$ cat src/rtl/riscv_rvalid_stall.sv
// OBI response-phase delay buffer: captures memory responses and releases them
// to the core in order after a fixed or LFSR-derived delay.
module riscv_rvalid_stall #(
  parameter int unsigned DATA_WIDTH = 32,
  parameter int unsigned DEPTH      = 8,
  parameter logic [31:0] LFSR_SEED  = 32'hACE1_2345
) (
  input  logic                    clk_i,
  input  logic                    rst_ni,
  input  logic                    en_stall_i,
  input  logic [31:0]             stall_mode_i,
  input  logic [31:0]             max_stall_i,
  input  logic [31:0]             rvalid_stall_i,
  input  logic                    mem_rvalid_i,
  input  logic [DATA_WIDTH-1:0]   mem_rdata_i,
  input  logic                    mem_err_i,
  output logic                    core_rvalid_o,
  output logic [DATA_WIDTH-1:0]   core_rdata_o,
  output logic                    core_err_o,
  output logic [$clog2(DEPTH):0]  outstanding_o,
  output logic                    overflow_o
);

  localparam int unsigned AW = $clog2(DEPTH);

  typedef struct packed {
    logic [DATA_WIDTH-1:0] rdata;
    logic                  err;
    logic [31:0]           stamp;
    logic [15:0]           d;
  } entry_t;

  entry_t          mem_q [DEPTH];
  logic [AW-1:0]   wr_ptr_q, rd_ptr_q;
  logic [AW:0]     occ_q, occ_d;
  logic [31:0]     cyc_q, lfsr_q, lfsr_d;
  logic            ovf_q;

  logic            mode_std, mode_rnd, empty, full;
  logic            bypass, push_req, push, pop;
  logic [16:0]     rnd_mod, rnd_rem;
  logic [15:0]     push_d;
  logic [31:0]     age;
  entry_t          head, new_entry;

  // Upper halves of the 32-bit config words carry no meaning here.
  logic unused_hi;
  assign unused_hi = ^{max_stall_i[31:16], rvalid_stall_i[31:16]};

  always_comb begin
    mode_std  = en_stall_i && (stall_mode_i == 32'd1);
    mode_rnd  = en_stall_i && (stall_mode_i == 32'd2);
    rnd_mod   = {1'b0, max_stall_i[15:0]} + 17'd1;
    rnd_rem   = {1'b0, lfsr_q[15:0]} % rnd_mod;
    push_d    = mode_std ? rvalid_stall_i[15:0] :
                mode_rnd ? rnd_rem[15:0] : 16'd0;

    empty     = (occ_q == '0);
    full      = (occ_q == (AW+1)'(DEPTH));
    head      = mem_q[rd_ptr_q];
    // Unsigned subtraction keeps the age correct across counter wrap.
    age       = cyc_q - head.stamp;
    pop       = !empty && (age > {16'd0, head.d});

    bypass    = !en_stall_i && empty && mem_rvalid_i;
    push_req  = mem_rvalid_i && !bypass;
    push      = push_req && (!full || pop);

    new_entry = '{rdata: mem_rdata_i, err: mem_err_i, stamp: cyc_q, d: push_d};

    occ_d = occ_q;
    if (push && !pop)      occ_d = occ_q + (AW+1)'(1);
    else if (!push && pop) occ_d = occ_q - (AW+1)'(1);

    lfsr_d = lfsr_q;
    if (push && mode_rnd)
      lfsr_d = {1'b0, lfsr_q[31:1]} ^ ({32{lfsr_q[0]}} & 32'h8020_0003);
  end

  always_comb begin
    core_rvalid_o = bypass || pop;
    core_rdata_o  = '0;
    core_err_o    = 1'b0;
    if (bypass) begin
      core_rdata_o = mem_rdata_i;
      core_err_o   = mem_err_i;
    end else if (pop) begin
      core_rdata_o = head.rdata;
      core_err_o   = head.err;
    end
  end

  always_ff @(posedge clk_i or negedge rst_ni) begin
    if (!rst_ni) begin
      wr_ptr_q <= '0;
      rd_ptr_q <= '0;
      occ_q    <= '0;
      cyc_q    <= '0;
      lfsr_q   <= LFSR_SEED;
      ovf_q    <= 1'b0;
    end else begin
      cyc_q  <= cyc_q + 32'd1;
      occ_q  <= occ_d;
      lfsr_q <= lfsr_d;
      if (push) wr_ptr_q <= wr_ptr_q + AW'(1);
      if (pop)  rd_ptr_q <= rd_ptr_q + AW'(1);
      if (push_req && !push) ovf_q <= 1'b1;
    end
  end

  // Storage needs no reset: occupancy alone decides what is valid.
  always_ff @(posedge clk_i) begin
    if (push) mem_q[wr_ptr_q] <= new_entry;
  end

  assign outstanding_o = occ_q;
  assign overflow_o    = ovf_q;

endmodule

$ cat config.mk
export PLATFORM = sky130hd
export DESIGN_NAME = riscv_rvalid_stall
export DESIGN_NICKNAME = d
export VERILOG_FILES = /design/src/rtl/riscv_rvalid_stall.sv
export SDC_FILE = /design/constraint.sdc
export NUM_CORES = 1
export LEC_CHECK = 0
export BUFFER_PORTS_ARGS = -buffer_cell sky130_fd_sc_hd__buf_2
export CAP_MARGIN = 0
export CORE_ASPECT_RATIO = 0.7
export CORE_MARGIN = 2
export CORE_UTILIZATION = 60
export CTS_BUF_LIST = sky130_fd_sc_hd__clkbuf_2 sky130_fd_sc_hd__clkbuf_4 sky130_fd_sc_hd__clkbuf_8
export CTS_CLUSTER_SIZE = 12
export DETAILED_ROUTE_END_ITERATION = 8
export HOLD_SLACK_MARGIN = 0.08
export PLACE_DENSITY = 0.74
export SLEW_MARGIN = 20
export SYNTH_ARGS = -nofsm -noshare
export SYNTH_HDL_FRONTEND = slang
export SYNTH_SLANG_ARGS = --single-unit
$ cat constraint.sdc
create_clock -name clk_i -period 68.1 [get_ports clk_i]
set_input_delay 3.405 -clock clk_i [delete_from_list [all_inputs] [get_ports clk_i]]
set_output_delay 3.405 -clock clk_i [all_outputs]
set_load 0.01 [all_outputs]
==> results of run 1 <==
-- metal layers --
| metal | vias to the layer above | global-route usage, % | part of all wire (%) |
|---|---|---|---|
| met5 | - | 0 | 0.017 |
| met4 | 4 | 7.09 | 2.0 |
| met3 | 176 | 6.82 | 10 |
| met2 | 1189 | 41.8 | 43 |
| met1 | 13000 | 44.8 | 45 |
| li1 | 11700 | - | - |
-- worst reg2reg max path, delay by kind of cell, from the launching register on --
family / cells / cell delay, ps
AND/OR/NAND/NOR: 37 / 8820
buffers and inverters: 8 / 1270
AO/OA/AOI/OAI: 80 / 24090
multiplexers: 1 / 350
flip-flops: 1 / 450
adder cells (fa/ha/maj): 16 / 5000
-- where the power goes --
| part | switching (mW) | leakage, nW | internal, mW |
|---|---|---|---|
| combinational | 0.271 | 8.11 | 0.221 |
| sequential | 0.0365 | 7.06 | 0.541 |
| clock | 0.163 | 1.05 | 0.171 |
| total | 0.470 | 16.2 | 0.932 |
-- cells by family (layout without fill, tap and decap cells) --
| family | count (synthesis) | after routing | synth area share [%] |
|---|---|---|---|
| XOR/XNOR | 160 | 160 | 3.61 |
| AND/OR/NAND/NOR | 685 | 685 | 8.78 |
| adder cells (fa/ha/maj) | 212 | 212 | 6.90 |
| buffers and inverters | 193 | 453 | 1.94 |
| AO/OA/AOI/OAI | 575 | 575 | 10.0 |
| multiplexers | 319 | 319 | 13.6 |
| other | 0 | 4 | 0 |
| flip-flops | 723 | 723 | 55.1 |
-- area by class of cell --
cell class                      instances  area, µm²  share of cell area, %
Antenna cell                            4       10.0                 0.0235
Clock buffer                          134       1660                   3.91
Clock inverter                         48        330                  0.776
Inverter                               85        319                  0.750
Multi-Input combinational cell       1951      16800                   39.4
Sequential cell                       723      21400                   50.2
Tap cell                              829       1040                   2.44
Timing Repair Buffer                  186       1050                   2.48
-- sequential cells by signal, summed over array words and instances (netlist names) --
| register | flops |
|---|---|
| wr_ptr_q | 3 |
| rd_ptr_q | 3 |
| outstanding_o | 4 |
| lfsr_q | 32 |
| mem_q | 648 |
| cyc_q | 32 |
| overflow_o | 1 |
-- stage by stage --
step / hold WS (ps) / setup slack, ps / util [%] / instances / power (mW)
final: 486 / 24210 / 67.0 / 3960 / 1.40
after global routing: 524 / 21730 / 67.0 / 3958 / 1.48
after CTS: 476 / 25520 / 67.0 / 3956 / 1.41
after detailed placement: 452 / 24900 / 63.8 / 3774 / 1.08
after global placement: 455 / 25320 / 63.8 / 3774 / 1.06
after floorplan: 452 / 33190 / - / 2867 / 0.940
-- worst paths after layout --
kind / from / to / slack, ps
setup / recovery: max_stall_i[1] / mem_q[4][13] / 24210
hold / removal: overflow_o / overflow_o / 490
setup reg to reg: lfsr_q[5] / mem_q[4][13] / 27760
hold reg to reg: overflow_o / overflow_o / 490
max in group asynchronous: rst_ni / rd_ptr_q[0] / 64350
min in group asynchronous: rst_ni / lfsr_q[25] / 2700
-- layout by cell type, fill, tap and decap left out, drive strengths merged, types with 86 or more instances in the layout --
master / n
mux2i: 103
inv: 86
clkbuf: 134
xnor2: 98
nand2: 207
o21ai: 123
nor2: 147
edfxtp: 648
buf: 186
mux4: 162
a21oi: 118
ha: 209
==> reports/results.ini, run 1 <==
[clock_tree]
cts_num_sinks=723
cts_buffer_depth=3
cts_buffers=98
postCtsHoldBufs=0
cts_tree=built
cts_setup_buffers=0
root_buffer=clkbuf_8
cts-resized-gates=0
cts_max_level=3
clock_latency_ps=700
path_clk_slew_ps=70

[global_route]
grt_max_degree=69
grtUsageTotal_pct=29.0
overflow=0
antenna_found_initial=6
grt_pass1_wl_um=148000
grt_pass1_vias=25700

[synthesis]
yosys-top-cells-count=edfxtp_1 (648), ha_1 (209), nand2_1 (207)
synth_area_leaders=edfxtp_1 (50%), mux4_2 (9.4%), ha_1 (6.7%)
synth_nets=3212
synth_edf_count=648
synth_warnings=0
syn-cell-area_um2=38800
async_flop_share_pct=10.4
synth_cell_types=96
yosysTopAreaCell=edfxtp_1
netlist_instances=2867
synthFlopType=edfxtp_1
ys_seq_area_share_pct=55.1
synth_top_area_share_pct=50.2
syn_area_per_cell_um2=13.5
post-synth-top-count-cell=edfxtp_1
ys_ff_latch=723

[critical_path]
crit_required_ps=68450
path_max_fanout=22
path_class=input port to flip-flop
worst-path-stages=144
max_stage_delay_ps=800
path_delay_family=compound AO/OA/AOI/OAI gates
critPathSlowestCell=a221oi_2
crit_top_cell=ha_1
r2r_cells=142
crit_buf_inv=9
worstSetupEndpointType=flip-flop
critPathArrivalTime_ps=44240
startpoint_type=input port

[power_and_ir_drop]
ir_drop_mv=0.0270
leakage_nw=16.2
power_density_nw_per_um2=33.0

[drt]
drc=0
first_pass_iters=6
drt_iter0_drc=2692
viasPerCell=6.58
avgRoutedWirePerCell_um=24.3
drt_wl_total_um=96300
num_vias=26000
ant_nets=0

[timing]
fmax_mhz=22.8
max_slew.worst_pin.slew_ps=1090
period_share_pct=64.4
maxSlewHeadroom_pct=26.7
setup_viol=0
tns_ps=0
final.min_clock_period_ps=43890
slew_violations=0
rsz0062_at_grt=no
hold_viol_final=0
fin_skew_ps=30.4

[cells_and_area]
design_area_um2=42600
layout-area-overhead-vs-synth_pct=9.75
fill_cells=4415
final_net_count=3390
final_layout_size_suffix_gt1_share_pct=20.0

[die]
die_w_um=308
start_util_pct=61.1
core_region_area_um2=63500
die_area_um2=66700
rows=77
die_h_um=217
ioPinCount=172

[placed_design]
gp_congestion=0.996
place_area_um2=40500
dp_hpwl_um=63100
io_buffers=139

[hold_path]
hp-class=flip-flop to flip-flop
hold_depth=1

[flow_run]
cap_violations=0

[run_status]
status=finished, final reports clean

Power figures use the tool's default switching activity.
==> run 2, diff against run 1 <==
--- a/config.mk
+++ b/config.mk
@@ -5,6 +5,7 @@
 export SDC_FILE = /design/constraint.sdc
 export NUM_CORES = 1
 export LEC_CHECK = 0
+export ABC_AREA = 1
 export BUFFER_PORTS_ARGS = -buffer_cell sky130_fd_sc_hd__buf_2
 export CAP_MARGIN = 0
 export CORE_ASPECT_RATIO = 0.7
==> constraint.sdc (replaced) <==
create_clock -name clk_i -period 45.8 [get_ports clk_i]
set_input_delay 2.29 -clock clk_i [delete_from_list [all_inputs] [get_ports clk_i]]
set_output_delay 2.29 -clock clk_i [all_outputs]
set_load 0.01 [all_outputs]
==> reports/results.ini, run 2 <==
[power_and_ir_drop]
leakage_nw=17.5  ; +8.2%
p_int_mw=1.32  ; +41%
power_density_nw_per_um2=50.0  ; +52%
power_mw=2.12  ; +51%
p_comb_share_pct=35.8  ; +0.8 points
ir_drop_mv=0.0741  ; +170%
p_seq_share_pct=40.2  ; -0.9 points
clock_power_share_pct=24.0  ; +0.2 points
switching_share_pct=38.0  ; +4.4 points
power.net_switching_uw=806  ; +71%

[timing]
tns_ps=0  ; unchanged
final.min_clock_period_ps=40560
holdWs_ps=481  ; -4.94 ps
fin_skew_ps=43.6  ; +13.2 ps
setup_viol=0  ; unchanged
max_slew.worst_pin.slew_ps=1150  ; +56.3 ps
slew_violations=0  ; unchanged
fmax_mhz=24.7
rsz0062_at_grt=no
period_share_pct=88.6
maxSlewHeadroom_pct=23.5  ; -3.2 points
hold_viol_final=0  ; unchanged

[drt]
avgRoutedWirePerCell_um=19.0  ; -22%
drc=0  ; unchanged
drt_wl_total_um=95300  ; -0.99%
first_pass_iters=7  ; +1
viasPerCell=5.84  ; -11%
ant_nets=0  ; unchanged
num_vias=29300  ; +12%
drt_iter0_drc=3021  ; +12%

[cells_and_area]
largest_reg_flops=648  ; unchanged
layout-area-overhead-vs-synth_pct=9.15
layout_common_cells=edfxtp_1 (648), nand2_1 (608), o21ai_0 (500), nor2_1 (440), inv_1 (338)
final_net_count=4399  ; +30%
mostFrequentLayoutCell=edfxtp_1
reg_top3=mem_q x648, cyc_q x32, lfsr_q x32
final_layout_size_suffix_gt1_share_pct=12.2  ; -7.8 points
diodes=0  ; -4
final_core_util_pct=65.9  ; -1.2 points
regMostFlops=mem_q

[clock_tree]
cts_buffer_depth=3  ; unchanged
root_buffer=clkbuf_8
cts_tree=built
clock_latency_ps=720  ; +20 ps
cts_buffers=104  ; +6.1%
cts-resized-gates=0  ; unchanged
cts_setup_buffers=0  ; unchanged
path_clk_slew_ps=60  ; about the same
cts_num_sinks=723  ; unchanged
postCtsHoldBufs=0  ; unchanged
cts_max_level=3  ; unchanged

[global_route]
overflow=0  ; unchanged
grt_max_degree=231  ; +230%
antenna_found_initial=1  ; -5
grt_pass1_wl_um=150000  ; +1.2%
grtUsageTotal_pct=28.6  ; -0.44 points
grt_pass1_vias=27100  ; +5.5%

[placed_design]
gp_congestion=0.937  ; -5.9%
io_buffers=139  ; unchanged
dp_hpwl_um=58900  ; -6.7%

[die]
core_region_area_um2=64500  ; +1.6%
die_area_um2=67000  ; +0.38%
rows=78  ; +1.3%
die_h_um=217  ; +0.19%
start_util_pct=60.3  ; -0.73 points
ioPinCount=172  ; unchanged
die_w_um=308  ; +0.19%

[critical_path]
startpoint_type=input port
path_max_fanout=23  ; +4.5%
worst-path-stages=250  ; +74%
critPathSlowestCell=and3_1
max_stage_delay_ps=600  ; -200 ps
crit_required_ps=46190  ; -22260 ps
r2r_cells=248  ; +75%
critPathArrivalTime_ps=40940  ; -3300 ps
crit_top_cell=nand2_1
crit_buf_inv=30  ; +21
path_delay_family=simple AND/OR/NAND/NOR gates
reg2reg_setup_slack_ps=7360  ; -20400 ps
path_class=input port to flip-flop
worstSetupEndpointType=flip-flop

[synthesis]
ys_seq_area_share_pct=54.9  ; -0.21 points
async_flop_share_pct=10.4  ; unchanged
synth_warnings=0  ; unchanged
synth_area_leaders=edfxtp_1 (50%), ha_1 (6.7%), o21ai_0 (6.4%)
syn-cell-area_um2=38900  ; +0.38%
syn_area_per_cell_um2=9.87  ; -27%
synth_cell_types=69  ; -28%
yosysTopAreaCell=edfxtp_1
synth_top_area_share_pct=50.0  ; -0.19 points
synthFlopType=edfxtp_1
netlist_instances=3942  ; +37%
synth_edf_count=648  ; unchanged
yosys-top-cells-count=edfxtp_1 (648), nand2_1 (608), o21ai_0 (500)
ys_ff_latch=723  ; unchanged
post-synth-top-count-cell=edfxtp_1
synth_nets=4287  ; +33%

[hold_path]
hold_depth=2  ; +1
hp-class=flip-flop to flip-flop

[run_status]
status=finished, final reports clean

[flow_run]
cap_violations=0  ; unchanged

-- run 2: cell types whose count changed after synthesis, sizes merged, moves of 103 or more --
cell | before | now
nand2 | 207 | 634
mux4 | 162 | 0
nor2 | 147 | 452
o221ai | 8 | 114
nand3 | 51 | 202
mux2i | 103 | 0
inv | 84 | 349
o21ai | 123 | 533
-- run 2: worst register-to-register path, delay by kind of cell, from the launching register on --
family	cells	cell delay, ps
DFF	1	410
and+or+nand+nor	135	16050
adders and majority gates	17	5220
buffers and inverters	30	4060
AOI/OAI and AO/OA	66	12370
-- run 2: final timing paths --
| check | start | to |
|---|---|---|
| min in group asynchronous | rst_ni | lfsr_q[14] |
| max in group asynchronous | rst_ni | cyc_q[31] |
| max | max_stall_i[0] | mem_q[7][4] |
| min | lfsr_q[27] | lfsr_q[26] |
| max reg2reg | lfsr_q[0] | mem_q[7][4] |
| min reg2reg | lfsr_q[27] | lfsr_q[26] |
-- run 2: final cells by class --
type | instances | area, µm²
Clock buffer | 154 | 1850
Clock inverter | 36 | 238
Fill cell | 5087 | 22000
Inverter | 353 | 1340
Multi-Input combinational cell | 2696 | 15600
Sequential cell | 723 | 21400
Tap cell | 880 | 1100
Timing Repair Buffer | 176 | 988
-- run 2: logic make-up (layout without fill, tap and decap cells) --
family	after synthesis	after routing	synth area share, %
simple gates	1437	1437	16.2
compound gates	902	902	13.6
buf+inv	523	719	5.21
xor+xnor	145	145	3.28
flops	723	723	54.9
fa+ha+maj	212	212	6.87
-- run 2: stage by stage --
step / setup WS [ps] / cell area (µm²) / instances
6_report: 5240 / 42500 / 5018
5_1_grt: 806 / 42500 / 5018
4_1_cts: 6090 / 42500 / 5018
3_5_place_dp: 5510 / 40400 / 4828
3_3_place_gp: 6090 / 40400 / 4828
2_1_floorplan: 13940 / 38900 / 3942
-- run 2: metal layers --
metal  track usage [%]  up-vias  wire length [µm]
li1                  -    14100                 -
met1              44.9    13900             45300
met2              41.0     1164             40100
met3              5.48      124              8400
met4              6.50        2              1510
met5                 0        -                13
-- run 2: power by group through the flow --
stage	registers, mW	logic [mW]	clock network (mW)
global placement	0.864	0.737	0
floorplan	0.845	0.542	0
global route	0.860	0.849	0.546
finish	0.853	0.761	0.509
detailed placement	0.866	0.754	0
CTS	0.852	0.758	0.517
